### config.mk
export PLATFORM = sky130hd
export DESIGN_NAME = pipe_scroll_controller
export DESIGN_NICKNAME = d
export VERILOG_FILES = /design/src/rtl/flappy_pkg.sv /design/src/rtl/scroll_timer.sv /design/src/rtl/pipe_scroll_controller.sv
export SDC_FILE = /design/constraint.sdc
export NUM_CORES = 1
export LEC_CHECK = 0
export BUFFER_PORTS_ARGS = -buffer_cell sky130_fd_sc_hd__buf_4
export CAP_MARGIN = 0
export CORE_ASPECT_RATIO = 1.75
export CORE_MARGIN = 2
export CORE_UTILIZATION = 57
export CTS_CLUSTER_SIZE = 8
export DETAILED_ROUTE_END_ITERATION = 10
export GPL_TIMING_DRIVEN = 1
export PLACE_DENSITY = 0.89
export SETUP_SLACK_MARGIN = 0.4
export SYNTH_ARGS = -nofsm -noshare
export SYNTH_HDL_FRONTEND = slang
export SYNTH_HIERARCHICAL = 1
export SYNTH_SLANG_ARGS = --single-unit
### constraint.sdc
create_clock -name clock -period 4.82 [get_ports clock]
set_input_delay 0.723 -clock clock [delete_from_list [all_inputs] [get_ports clock]]
set_output_delay 0.723 -clock clock [all_outputs]
set_load 0.05 [all_outputs]
### src/rtl/flappy_pkg.sv
// Shared types and constants for the flappy playfield blocks.
package flappy_pkg;

  typedef enum logic [1:0] {
    IDLE = 2'd0,
    PLAY = 2'd1,
    OVER = 2'd2
  } game_state_t;

  localparam int ROWS = 16;
  localparam int COLS = 16;

  typedef logic [ROWS-1:0] pattern_t;

  // Score counter that sticks at its maximum instead of wrapping.
  function automatic logic [7:0] sat_inc8(input logic [7:0] v);
    return (v == 8'hFF) ? v : v + 8'd1;
  endfunction

endpackage

### src/rtl/scroll_timer.sv
// Scroll timebase: pulses step once every TICK_DIV enabled cycles; held at 0 while disabled.
module scroll_timer #(
  parameter int TICK_DIV = 12_500_000
) (
  input  logic clock,
  input  logic reset,
  input  logic en,
  output logic step
);

  localparam int CW = $clog2(TICK_DIV);
  localparam logic [CW-1:0] LAST = CW'(TICK_DIV - 1);

  logic [CW-1:0] cnt_q, cnt_d;

  always_comb begin
    cnt_d = '0;
    if (en) begin
      cnt_d = (cnt_q == LAST) ? '0 : cnt_q + CW'(1);
    end
  end

  always_ff @(posedge clock or negedge reset) begin
    if (!reset) begin
      cnt_q <= '0;
    end else begin
      cnt_q <= cnt_d;
    end
  end

  assign step = en && (cnt_q == LAST);

endmodule

### src/rtl/pipe_scroll_controller.sv
// Game sequencer: fetches pipe columns, scrolls the 16x16 playfield, detects collision, keeps score.
module pipe_scroll_controller
  import flappy_pkg::*;
#(
  parameter int TICK_DIV     = 12_500_000,
  parameter int PIPE_SPACING = 4,
  parameter int BIRD_COL     = 2
) (
  input  logic         clock,
  input  logic         reset,
  input  logic         start,
  input  logic [3:0]   bird_row,
  output logic         pipe_req,
  input  logic         pipe_ack,
  input  logic [15:0]  pipe_pattern,
  output logic [255:0] frame,
  output logic [7:0]   score,
  output logic         playing,
  output logic         game_over
);

  localparam logic [3:0] SPACE_LAST = 4'(PIPE_SPACING - 1);

  game_state_t state_q, state_d;
  pattern_t    col_q  [COLS];
  pattern_t    col_d  [COLS];
  logic        flag_q [COLS];
  logic        flag_d [COLS];
  pattern_t    buf_q, buf_d;
  logic        buf_valid_q, buf_valid_d;
  logic        pending_q, pending_d;
  logic [3:0]  spacing_q, spacing_d;
  logic [7:0]  score_q, score_d;
  logic        step;
  logic        hit;

  scroll_timer #(.TICK_DIV(TICK_DIV)) u_timer (
    .clock (clock),
    .reset (reset),
    .en    (state_q == PLAY),
    .step  (step)
  );

  // Collision is checked every cycle so a bird moving into a wall is caught between steps.
  assign hit = (state_q == PLAY) && col_q[BIRD_COL][bird_row];

  always_comb begin
    state_d     = state_q;
    buf_d       = buf_q;
    buf_valid_d = buf_valid_q;
    pending_d   = pending_q;
    spacing_d   = spacing_q;
    score_d     = score_q;
    for (int i = 0; i < COLS; i++) begin
      col_d[i]  = col_q[i];
      flag_d[i] = flag_q[i];
    end

    unique case (state_q)
      IDLE: begin
        // Playfield and score of the previous game stay visible until a new game starts.
        if (start) begin
          state_d     = PLAY;
          buf_d       = '0;
          buf_valid_d = 1'b0;
          pending_d   = 1'b0;
          spacing_d   = '0;
          score_d     = '0;
          for (int i = 0; i < COLS; i++) begin
            col_d[i]  = '0;
            flag_d[i] = 1'b0;
          end
        end
      end
      PLAY: begin
        if (pipe_req && pipe_ack) begin
          buf_d       = pipe_pattern;
          buf_valid_d = 1'b1;
        end
        if (hit) begin
          state_d = OVER;
        end else if (step) begin
          for (int i = 0; i < COLS - 1; i++) begin
            col_d[i]  = col_q[i+1];
            flag_d[i] = flag_q[i+1];
          end
          // A late pattern lands on the first step after it arrives, restarting the spacing.
          if ((spacing_q == SPACE_LAST || pending_q) && buf_valid_q) begin
            col_d[COLS-1]  = buf_q;
            flag_d[COLS-1] = 1'b1;
            buf_valid_d    = 1'b0;
            pending_d      = 1'b0;
            spacing_d      = '0;
          end else if (spacing_q == SPACE_LAST) begin
            col_d[COLS-1]  = '0;
            flag_d[COLS-1] = 1'b0;
            pending_d      = 1'b1;
            spacing_d      = '0;
          end else begin
            col_d[COLS-1]  = '0;
            flag_d[COLS-1] = 1'b0;
            spacing_d      = spacing_q + 4'd1;
          end
          if (flag_q[BIRD_COL]) begin
            score_d = sat_inc8(score_q);
          end
        end
      end
      OVER: begin
        if (start) begin
          state_d = IDLE;
        end
      end
      default: state_d = IDLE;
    endcase
  end

  always_ff @(posedge clock or negedge reset) begin
    if (!reset) begin
      state_q     <= IDLE;
      buf_q       <= '0;
      buf_valid_q <= 1'b0;
      pending_q   <= 1'b0;
      spacing_q   <= '0;
      score_q     <= '0;
      for (int i = 0; i < COLS; i++) begin
        col_q[i]  <= '0;
        flag_q[i] <= 1'b0;
      end
    end else begin
      state_q     <= state_d;
      buf_q       <= buf_d;
      buf_valid_q <= buf_valid_d;
      pending_q   <= pending_d;
      spacing_q   <= spacing_d;
      score_q     <= score_d;
      for (int i = 0; i < COLS; i++) begin
        col_q[i]  <= col_d[i];
        flag_q[i] <= flag_d[i];
      end
    end
  end

  always_comb begin
    frame = '0;
    for (int c = 0; c < COLS; c++) begin
      frame[c*ROWS +: ROWS] = col_q[c];
    end
  end

  assign score     = score_q;
  assign pipe_req  = (state_q == PLAY) && !buf_valid_q;
  assign playing   = (state_q == PLAY);
  assign game_over = (state_q == OVER);

endmodule

Yosys cells after proc, flatten, opt, wreduce, memory -nomap -nowiden
Cells that the tools add are included.
Storage, ports and cells
  input port bits: 24
  output and inout port bits: 267
  flip-flop bits (word level): 326
Cells by class
  magnitude comparators: 1
  equal/unequal tests: 14
  reduce and logical (&&, ||, !) cells: 15
  muxes and demuxes: 43
  add/subtract/negate cells: 3
Operators by type and width (count)
  $mux 256: 3
  $pmux 256 s2: 1
  $mux 16: 3
  $mux 24: 2
  $mux 8: 5
  $pmux 16 s2: 1
  $mux 15: 2
  $pmux 15 s2: 1
  $add 24x1->24 const B: 1
  $eq 24x24->1 const B: 1
  $mux 4: 5
  $ne 2x2->1 const B: 8
  $pmux 8 s2: 1
  $mux 1: 11
  $add 8x1->8 const B: 1
  $eq 8x8->1 const B: 1
  $pmux 4 s2: 1
  $mux 2: 3
  $pmux 2 s3: 1
  $reduce_and 3->1: 2
  $reduce_and 6->1: 1
  $logic_and 1x1->1: 5
  $lt 4x5->1 const B: 1
  $reduce_and 5->1: 1
  other kinds (13): 14

Longest topological paths before layout
Gate-level depths: netlist of the first run.
  depth in word-level cells: 8
  depth in mapped cells: 11
  gate-level depth less buffers: 8

By module
Netlist of the first run, hierarchy kept.
Modules (own cells, without submodules)
  pipe_scroll_controller: area each 11020.6 um^2, cells an instance 773, times used 1
  scroll_timer: area each 1231.2 um^2, cells an instance 133, times used 1

Worst setup path after synthesis of the first run
OpenSTA, ideal clock, no wires.
  path kind: input to register
  start point: input bird_row[0]
  end point: register col_q (netlist bit frame[82])
  buffers on the path: 4
  cell stages on the path: 8
  arrival: 2.443 ns
  setup time: 0.121 ns
  path slack: 2.256 ns
  cell sequence: buf_6 -> mux4_2 -> o211a_1 -> o31a_1 -> buf_2 -> buf_2 -> buf_2 -> a22o_1
Between the ends
  longest elaborated chain between the ends: 5
Ends and longest elaborated chain
  start: declaration: line pipe_scroll_controller.sv:12  | input logic [3:0] bird_row,
  $bmux 1 s4: line pipe_scroll_controller.sv:45  | assign hit = (state_q == PLAY) && col_q[BIRD_COL][bird_row];
  $mux 1 (implied by the code): line pipe_scroll_controller.sv:45
  $logic_and 1x1->1: line pipe_scroll_controller.sv:45
  $ne 2x2->1 (no line)
  $reduce_and 4->1 (no line)
  end signal: indexed assignment: line pipe_scroll_controller.sv:138  | col_q[i] <= col_d[i];
  end: declaration: line pipe_scroll_controller.sv:25  | pattern_t col_q [COLS];
Every way passes these cells. The select of a mux whose other input is x is not followed.
A chain may end at the register's enable or synchronous reset.

Final worst setup path of the first run
  start point: register state_q[1]
  end point: register col_q (netlist bit frame[39])
Between the ends
  longest elaborated chain between the ends: 4
  elaborated cells on any way between the ends: 10
  those cells by class: eq/ne (4); mux (1); reduce/logical (5)
Ends and longest elaborated chain
  start: declaration: line pipe_scroll_controller.sv:24  | game_state_t state_q, state_d;
  start signal: assignment: line pipe_scroll_controller.sv:131  | state_q <= state_d;
  $eq 2x1->1: line pipe_scroll_controller.sv:40  | .en (state_q == PLAY),
  $logic_and 1x1->1: line scroll_timer.sv:31  | assign step = en && (cnt_q == LAST);
  via step: line pipe_scroll_controller.sv:34  | logic step;
  $ne 2x2->1 (no line)
  $reduce_and 4->1 (no line)
The timed path passes the listed nets, and every way through them passes these cells.

==> impl.org, run 1 <==
** Synth
- Count of flip-flops with a built-in enable after synthesis :: 0
- In this run, synthesis produced a sequential element count of 326.
- Synth async-reset ratio :: 1.000
- Warning count from the yosys run :: 6
- Yosys mapped the design onto 48 distinct sky130hd cell types.
- After synthesis the cells add up to 12,250 µm².
- Of the synthesized area, sequential elements account for 0.6658.
- For this run, the leading register cell type out of synthesis is dfrtp_1.
- Synthesized net count :: 933
- Cells after Synth :: 906
- Averaged over all synthesized cells, the footprint is 13.52 µm².

** Job
- The tool flagged a number of max-cap violations equal to 0.

** Global route
- Entering global routing, the biggest net connects 202 pins.
- Global routing finished with a remaining overflow of 0.
- The via count of the first global-routing pass is 9,270.
- Wire length of the first global-routing pass :: 52.17 mm
- For this run, the total global-route usage over all layers was measured as 0.2960.
- The initial antenna violation count is 0.

** Floorplan
- The floorplan step set the die height to 197.9 µm.
- The floorplan has 71 rows.
- The die covers 22,730 µm².
- Initial core utilization :: 0.5746
- Die boundary width :: 114.8 µm
- Core ar. :: 21,320 µm²
- 291 I/O pins were placed.

** Clock network
- For this design, the CTS-stage hold fixing added 0 buffers.
- Clock root buffer master :: clkbuf_16
- Cts bufs inserted :: 46
- TritonCTS built the clock tree.
- Clk sinks :: 326
- Resize count post-CTS :: 0
- The H-tree generated during clock tree synthesis spans 2 levels.
- Clock latency on the worst-skew pair, taken at its later pin, is 0.54 ns.
- Maximum buffer depth of the clock tree :: 3
- Reg clk slew, reported paths :: 0.05 ns
- The number of setup buffers added after CTS is 0.

** Detailed routing
- Detailed routing inserted a total of 9,252 vias.
- For this run, design rule violations remaining after detail routing come to 0.
- Detail-routed net length per standard cell :: 23.31 µm
- The routed design has 33.59 mm of wire.
- Routed via count divided by cell count :: 6.421
- Detailed Route Iter0 Violations :: 706
- Number of nets with antenna violations after detailed routing :: 0
- DRT Pass-1 Iters :: 5

** Layout
- Fin util :: 0.7398
- Area growth, synth to finish :: 28.74%
- Number of non-filler instances in the completed layout :: 1,441
- Final Net Count :: 1,211
- 0 antenna diodes ended up in the layout.
- Of the cells placed in the final design, the portion with a size suffix greater than 1 is 0.3044.

** STA
- Max-Slew Margin vs Limit :: 0.3646
- Dividing the final minimum period by the clock period gives 0.6809.
- The number of slew-limit violations in the final report was 0.
- Total of endpoints with negative setup slack in the final report :: 0
- Summed over all failing endpoints, the final setup total negative slack is 0 ns.
- Subtracting the final worst setup slack from the clock period gives 3.282 ns.
- Static timing analysis puts the maximum clock frequency at 304.7 MHz.
- The number of hold violations in the final report was 0.
- Clock skew :: 0.02377 ns
- Setup slack on the critical path of the routed design comes to 1.538 ns.
- For the pin with the worst max-slew slack, the measured transition is 0.9531 ns.
- Unrepaired setup endpoints after global routing :: no

** Setup path
- For the worst setup path, the data required time is 5.27 ns.
- Delay of the slowest critical-path stage :: 0.63 ns
- Traced cell by cell, the critical path runs through nand2b_1 -> inv_1 -> inv_1 -> nor3_1 -> nand2_1 -> nor3_4 -> buf_12 -> buf_4 -> a22o_1.
- Arrival time of the worst setup path :: 3.73 ns
- STA classifies the critical path endpoint as a flip-flop.
- The most numerous cell type found on the critical path is inv_1.
- The critical path is of the flip-flop to flip-flop type.
- Of all nets on the critical path, the largest fanout is 201.
- Slowest cell on crit path :: buf_12
- The worst setup path is launched from a flip-flop.

** Place
- Detailed-placement wirelength estimate :: 21.40 mm
- Number of I/O port buffers :: 290
- Pre-CTS WS :: 1.504 ns
- Final weighted congestion in routability-driven placement :: 0.8593
- The number of placed instances, taps included, is 1,391.

** Power
- Pwr per Cell Area :: 390.9 nW/µm²
- Maximum VDD drop :: 0.2864 mV
- The design draws 6.166 mW.
- Leak pwr :: 8.027 nW

** Hold path
- The tightest min-delay check is of the input port to asynchronous set/reset pin type.

** Outcome
- Status :: finished, final reports clean
==> stage by stage <==
| step | hold slack, ns | instance area (µm²) |
|---|---|---|
| 3_3_place_gp | 0.4393 | 14550 |
| 3_5_place_dp | 0.4562 | 14550 |
| 6_report | 0.2621 | 15770 |
| 5_1_grt | 0.3589 | 15770 |
| 2_1_floorplan | 0.4250 | 12250 |
| 4_1_cts | 0.3140 | 15770 |
==> flip-flops by register name (all words and copies together), names as in the netlist <==
register	cells
u_timer/cnt_q	24
score	8
buf_q	16
frame	256
spacing_q	4
buf_valid_q	1
state_q	2
pending_q	1
flag_q	14
==> cell usage after synthesis, types with 2 or more instances <==
library cell | count | area share
nand2_1 | 55 | 0.017
dfrtp_1 | 326 | 0.67
mux2i_1 | 10 | 0.0082
nand4b_1 | 3 | 0.0021
inv_1 | 8 | 0.0025
nand4_1 | 9 | 0.0046
xor2_1 | 4 | 0.0029
nor3_1 | 7 | 0.0029
o21ai_1 | 5 | 0.0020
nor2_1 | 27 | 0.0083
xnor2_1 | 10 | 0.0071
nor4_1 | 6 | 0.0031
and4_1 | 2 | 0.0014
mux4_2 | 2 | 0.0037
o21ai_0 | 27 | 0.011
ha_1 | 3 | 0.0031
and2_1 | 3 | 0.0015
or3_1 | 6 | 0.0031
a21oi_1 | 11 | 0.0045
nand3_1 | 13 | 0.0053
o31ai_1 | 3 | 0.0018
or4_1 | 2 | 0.0012
nand2b_1 | 2 | 0.0010
clkbuf_1 | 18 | 0.0055
buf_2 | 51 | 0.021
nor2b_1 | 3 | 0.0015
a22o_1 | 269 | 0.19
==> critical path, delay by kind of cell, from the launching register on <==
family / cells / cell delay (ns)
buffers and inverters: 4 / 1.49
and+or+nand+nor: 4 / 0.98
DFF: 1 / 0.39
AOI/OAI and AO/OA: 1 / 0.21
==> final cells by class <==
class | instances | area (µm²)
clock inverter | 2 | 28.78
multi-input combinational | 501 | 3730
timing repair buffer | 301 | 2317
sequential | 326 | 8158
fill | 1341 | 5548
clock buffer | 48 | 1190
inverter | 8 | 30.03
tap | 255 | 319.1
==> power by group <==
part	total [mW]	switching [mW]	internal (mW)
registers	2.90	0.0697	2.83
clock network	2.80	1.08	1.72
logic	0.464	0.354	0.110
==> logic make-up after synthesis <==
logic type	after synthesis	synth area share
buffers and inverters	79	0.03033
AO/OA/AOI/OAI	325	0.2190
XOR/XNOR	14	0.01001
adder cells (fa/ha/maj)	3	0.003064
multiplexers	13	0.01277
AND/OR/NAND/NOR	146	0.05903
flip-flops	326	0.6658
==> worst paths after layout <==
| kind | start | end | slack [ns] | cells past startpoint |
|---|---|---|---|---|
| setup / recovery | state_q[1] | frame[39] | 1.54 | 9 |
| hold / removal | reset | frame[160] | 0.26 | 1 |
| setup reg to reg | state_q[1] | frame[39] | 1.54 | 9 |
| hold reg to reg | state_q[1] | state_q[0] | 0.46 | 1 |
| max in group asynchronous | reset | flag_q[12] | 3.48 | 2 |
| min in group clock | pipe_pattern[0] | buf_q[0] | 0.40 | 3 |
==> layout by cell type, fill, tap and decap left out, types with 3 or more instances in the layout <==
| master | n |
|---|---|
| ha_1 | 3 |
| buf_12 | 4 |
| and2_1 | 3 |
| a21oi_1 | 11 |
| mux2i_1 | 10 |
| nor4_1 | 6 |
| dfrtp_1 | 326 |
| nand3_1 | 13 |
| a22o_1 | 269 |
| nor2_1 | 27 |
| or3_1 | 6 |
| xor2_1 | 4 |
| o21ai_1 | 5 |
| nand4_1 | 9 |
| o21ai_0 | 27 |
| nand2_1 | 55 |
| nand4b_1 | 3 |
| nor2b_1 | 3 |
| xnor2_1 | 10 |
| buf_4 | 296 |
| inv_1 | 8 |
| nor3_1 | 7 |
| clkbuf_16 | 47 |
| o31ai_1 | 3 |
==> metal layers <==
metal | wire length, µm | vias up | GRT usage
met2 | 17410 | 464 | 0.4861
li1 | - | 3962 | -
met4 | 1880 | 0 | 0.1593
met1 | 12450 | 4716 | 0.3768
met3 | 1847 | 110 | 0.04806
met5 | 0 | - | 0
(Power assumes the default switching activity.)
==> run 2: changes to the inputs <==
--- a/config.mk
+++ b/config.mk
@@ -9,11 +9,11 @@
 export CAP_MARGIN = 0
 export CORE_ASPECT_RATIO = 1.75
 export CORE_MARGIN = 2
-export CORE_UTILIZATION = 57
+export CORE_UTILIZATION = 48
 export CTS_CLUSTER_SIZE = 8
 export DETAILED_ROUTE_END_ITERATION = 10
 export GPL_TIMING_DRIVEN = 1
-export PLACE_DENSITY = 0.89
+export PLACE_DENSITY = 0.8
 export SETUP_SLACK_MARGIN = 0.4
 export SYNTH_ARGS = -nofsm -noshare
 export SYNTH_HDL_FRONTEND = slang
==> constraint.sdc (replaced) <==
create_clock -name clock -period 2.9 [get_ports clock]
set_input_delay 0.435 -clock clock [delete_from_list [all_inputs] [get_ports clock]]
set_output_delay 0.435 -clock clock [all_outputs]
set_load 0.05 [all_outputs]
==> run 2 against run 1 <==
  * Sequential share of layout area is 1.6 points lower
  * Combinational power is 96% higher
  * Total power is 67% higher
  * Register-to-register slack worse by 1.1 ns
  * Clock power increased by 64%
  * Worst hold slack worse by 0.16 ns
  * Non-clock buffer count up 36
  * Sequential cell count unchanged
==> impl.org, run 2 (synthesized netlist as in run 1, its figures left out) <==
** STA
- Of the available clock period, the critical path in the final layout requires 0.8538.
- Setup slack closes at 0.4241 ns.
- At the pin with the least slew margin, the transition time is 0.8939 ns.
- Final number of max-transition violations :: 0
- Total of endpoints with negative setup slack in the final report :: 0
- Setup repair after global routing left no endpoint under its margin.
- Maximum clock frequency :: 403.9 MHz
- Across all hold checks on the routed design, the worst slack comes to 0.1065 ns.
- Fin. Hold Viols :: 0
- Total negative setup slack :: 0 ns
- Max-Slew Margin vs Limit :: 0.4041
- Final critical-path required period :: 2.476 ns
- Clock skew :: 0.01784 ns

** Clock network
- The cell sitting at the root of the clock tree is a clkbuf_16.
- CTS tree :: done
- The longest clock path from root to sink contains 3 buffers.
- Clock insertion delay at the later pin of the skew report :: 0.54 ns
- Clk sinks :: 326
- Cts bufs inserted :: 46
- The H-tree was split into 2 levels.
- After clock tree synthesis, the clock-pin slew on the worst setup and hold paths is 0.05 ns.

** Floorplan
- The initial utilization of the core area, before any placement, comes to 0.4872.
- # rows :: 77
- The die covers 26,870 µm².
- Vertical extent of the die :: 215.4 µm
- The floorplan step set the die width to 124.8 µm.
- The core region is 25,150 µm².
- Pin placement for this block handled 291 I/O pins.

** Global route
- Via count of the first global-routing pass :: 9,261
- Global-route congestion overflow total :: 0
- Antenna violations before repair :: 0
- For this run, the total global-route usage over all layers was measured as 0.2512.
- Wire length of the first global-routing pass :: 53.52 mm
- Largest net degree at the start of global routing :: 125

** Layout
- The register with the most flip-flops in the layout has 256 of them.
- # diodes :: 0
- Most frequent standard cell in the layout excluding fill and tap cells :: dfrtp_1
- Most used cells in the layout excluding fill and tap cells :: dfrtp_1, buf_4, a22o_1
- Summing all multi-input logic gate instances after layout gives 3779 µm².
- The area growth from synthesis to layout is 33.04%.
- In the final layout, the share of cells above drive strength 1 is 0.3312.
- After the last flow step, the layout net total stands at 1,247.
- After routing the design area is 16,300 µm².
- The sequential cells in the finished layout cover a total of 8162 µm².
- The filler cells instantiated in the layout total 1,838.
- After the flow finishes, the layout carries non-filler instances totaling 1,539.

** Hold path
- Hold Path Class :: input port to flip-flop
- Hold Crit Endpoint :: buf_q[13]
- Startpoint of the lowest-slack hold path :: pipe_pattern[13]
- The worst hold path passes through 3 cells.

** Power
- In this run the power spent charging and discharging nets is 2.544 mW.
- The share of total power dissipated in the clock network is 0.444.
- The worst-case IR drop observed on VDD is 0.4684 mV.
- Net Sw Frac :: 0.2466
- Relative contribution of sequential cells to total power :: 0.468
- Pint :: 7.771 mW
- In this run the power density over the cells is 632.8 nW/µm².
- Combinational share of power :: 0.088
- The analysis attributes to cell leakage a power of 8.245 nW.

** Detailed routing
- In the routed design, unresolved DRC markers number 0.
- After the first detailed-routing iteration, the DRC count stood at 596.
- Routed via count divided by cell count :: 6.020
- The detail route stage leaves a number of antenna-violating nets equal to 0.
- DRT Pass-1 Iters :: 6
- For this block, the via count after detailed routing is 9,265.
- Detail-routed net length per standard cell :: 22.76 µm
- Total detailed-routing wirelength :: 35.03 mm

** Setup path
- The worst setup path is of the flip-flop to flip-flop kind.
- Reg2reg setup slack :: 0.42 ns
- Critical path capture point type :: flip-flop
- Crit Reg-Reg Endpoint :: spacing_q[3]
- STA classifies the critical path startpoint as a flip-flop.
- Worst R2R Start :: frame[45]
- For the worst flop-to-flop path, the logic depth is 7.
- Critical path required time :: 3.33 ns
- Along the worst path, the maximum fanout reaches 6.
- At the worst endpoint, the arrival time is 2.91 ns.
- The critical path starts at frame[45].

** Place
- Detailed-placement wirelength estimate :: 23.02 mm
- After detailed placement, the total cell area comes to 14,870 µm².
- Pre-CTS WS :: 0.2388 ns
- In this run the tool buffered the top-level ports with 290 buffer cells.
- Total placed cells including tap cells :: 1,472
- Final weighted congestion in routability-driven placement :: 0.8332

** Outcome
- Status :: finished, final reports clean

** Job
- Number of max-capacitance violations reported :: 0
-- run 2: cell type report --
cell class,count,share of cell area
Inverter,8,0.001842
Tap cell,316,0.02426
Sequential cell,326,0.5007
Multi-Input combinational cell,501,0.2318
Timing Repair Buffer,337,0.1682
Clock buffer,48,0.07108
Clock inverter,3,0.002073
-- run 2: worst max-delay path by stage --
| stage | end | slack, ns | cells past startpoint |
|---|---|---|---|
| 6_report | spacing_q[3] | 0.42 | 7 |
| 5_1_grt | spacing_q[3] | 0.31 | 9 |
| 4_1_cts | score[7] | 0.40 | 8 |
| 3_5_place_dp | frame[50] | 0.24 | 7 |
| 3_3_place_gp | frame[252] | 0.30 | 6 |
| 2_1_floorplan | frame[82] | 0.45 | 10 |
-- run 2: repair_timing --
action / CTS / global route
hold endpoints to repair: 75 / 0
endpoints found under the setup margin: 189 / 276
resized for setup: 1 / 15
cloned: 0 / 2
setup buffers: 0 / 13
hold buffers: 1 / 0
pin swaps: 2 / 7
-- run 2: layer usage --
metal,track usage,share of wire
met5,0,0
met4,0.1206,0.048
met3,0.04008,0.056
met2,0.4322,0.52
met1,0.3090,0.37
-- run 2: per-stage QoR --
stage	util	total power, mW
after floorplan	-	5.362
after global placement	0.5913	5.661
after detailed placement	0.5913	5.694
after CTS	0.6394	10.30
after global routing	0.6482	10.70
final	0.6482	10.31
-- run 2: critical path: stages (launching register included) --
cell	delay [ns]
dfrtp_1	0.46
mux4_2	0.52
nor2_1	0.16
a211oi_2	0.10
o31a_4	0.41
clkbuf_2	0.17
or2_1	0.28
o31ai_1	0.26
-- run 2: power by group through the flow --
stage	clock network (mW)	registers (mW)	logic (mW)
3_3_place_gp	0	4.88	0.784
5_1_grt	4.86	4.83	1.00
3_5_place_dp	0	4.89	0.809
4_1_cts	4.67	4.82	0.817
2_1_floorplan	0	4.85	0.512
6_report	4.58	4.82	0.911
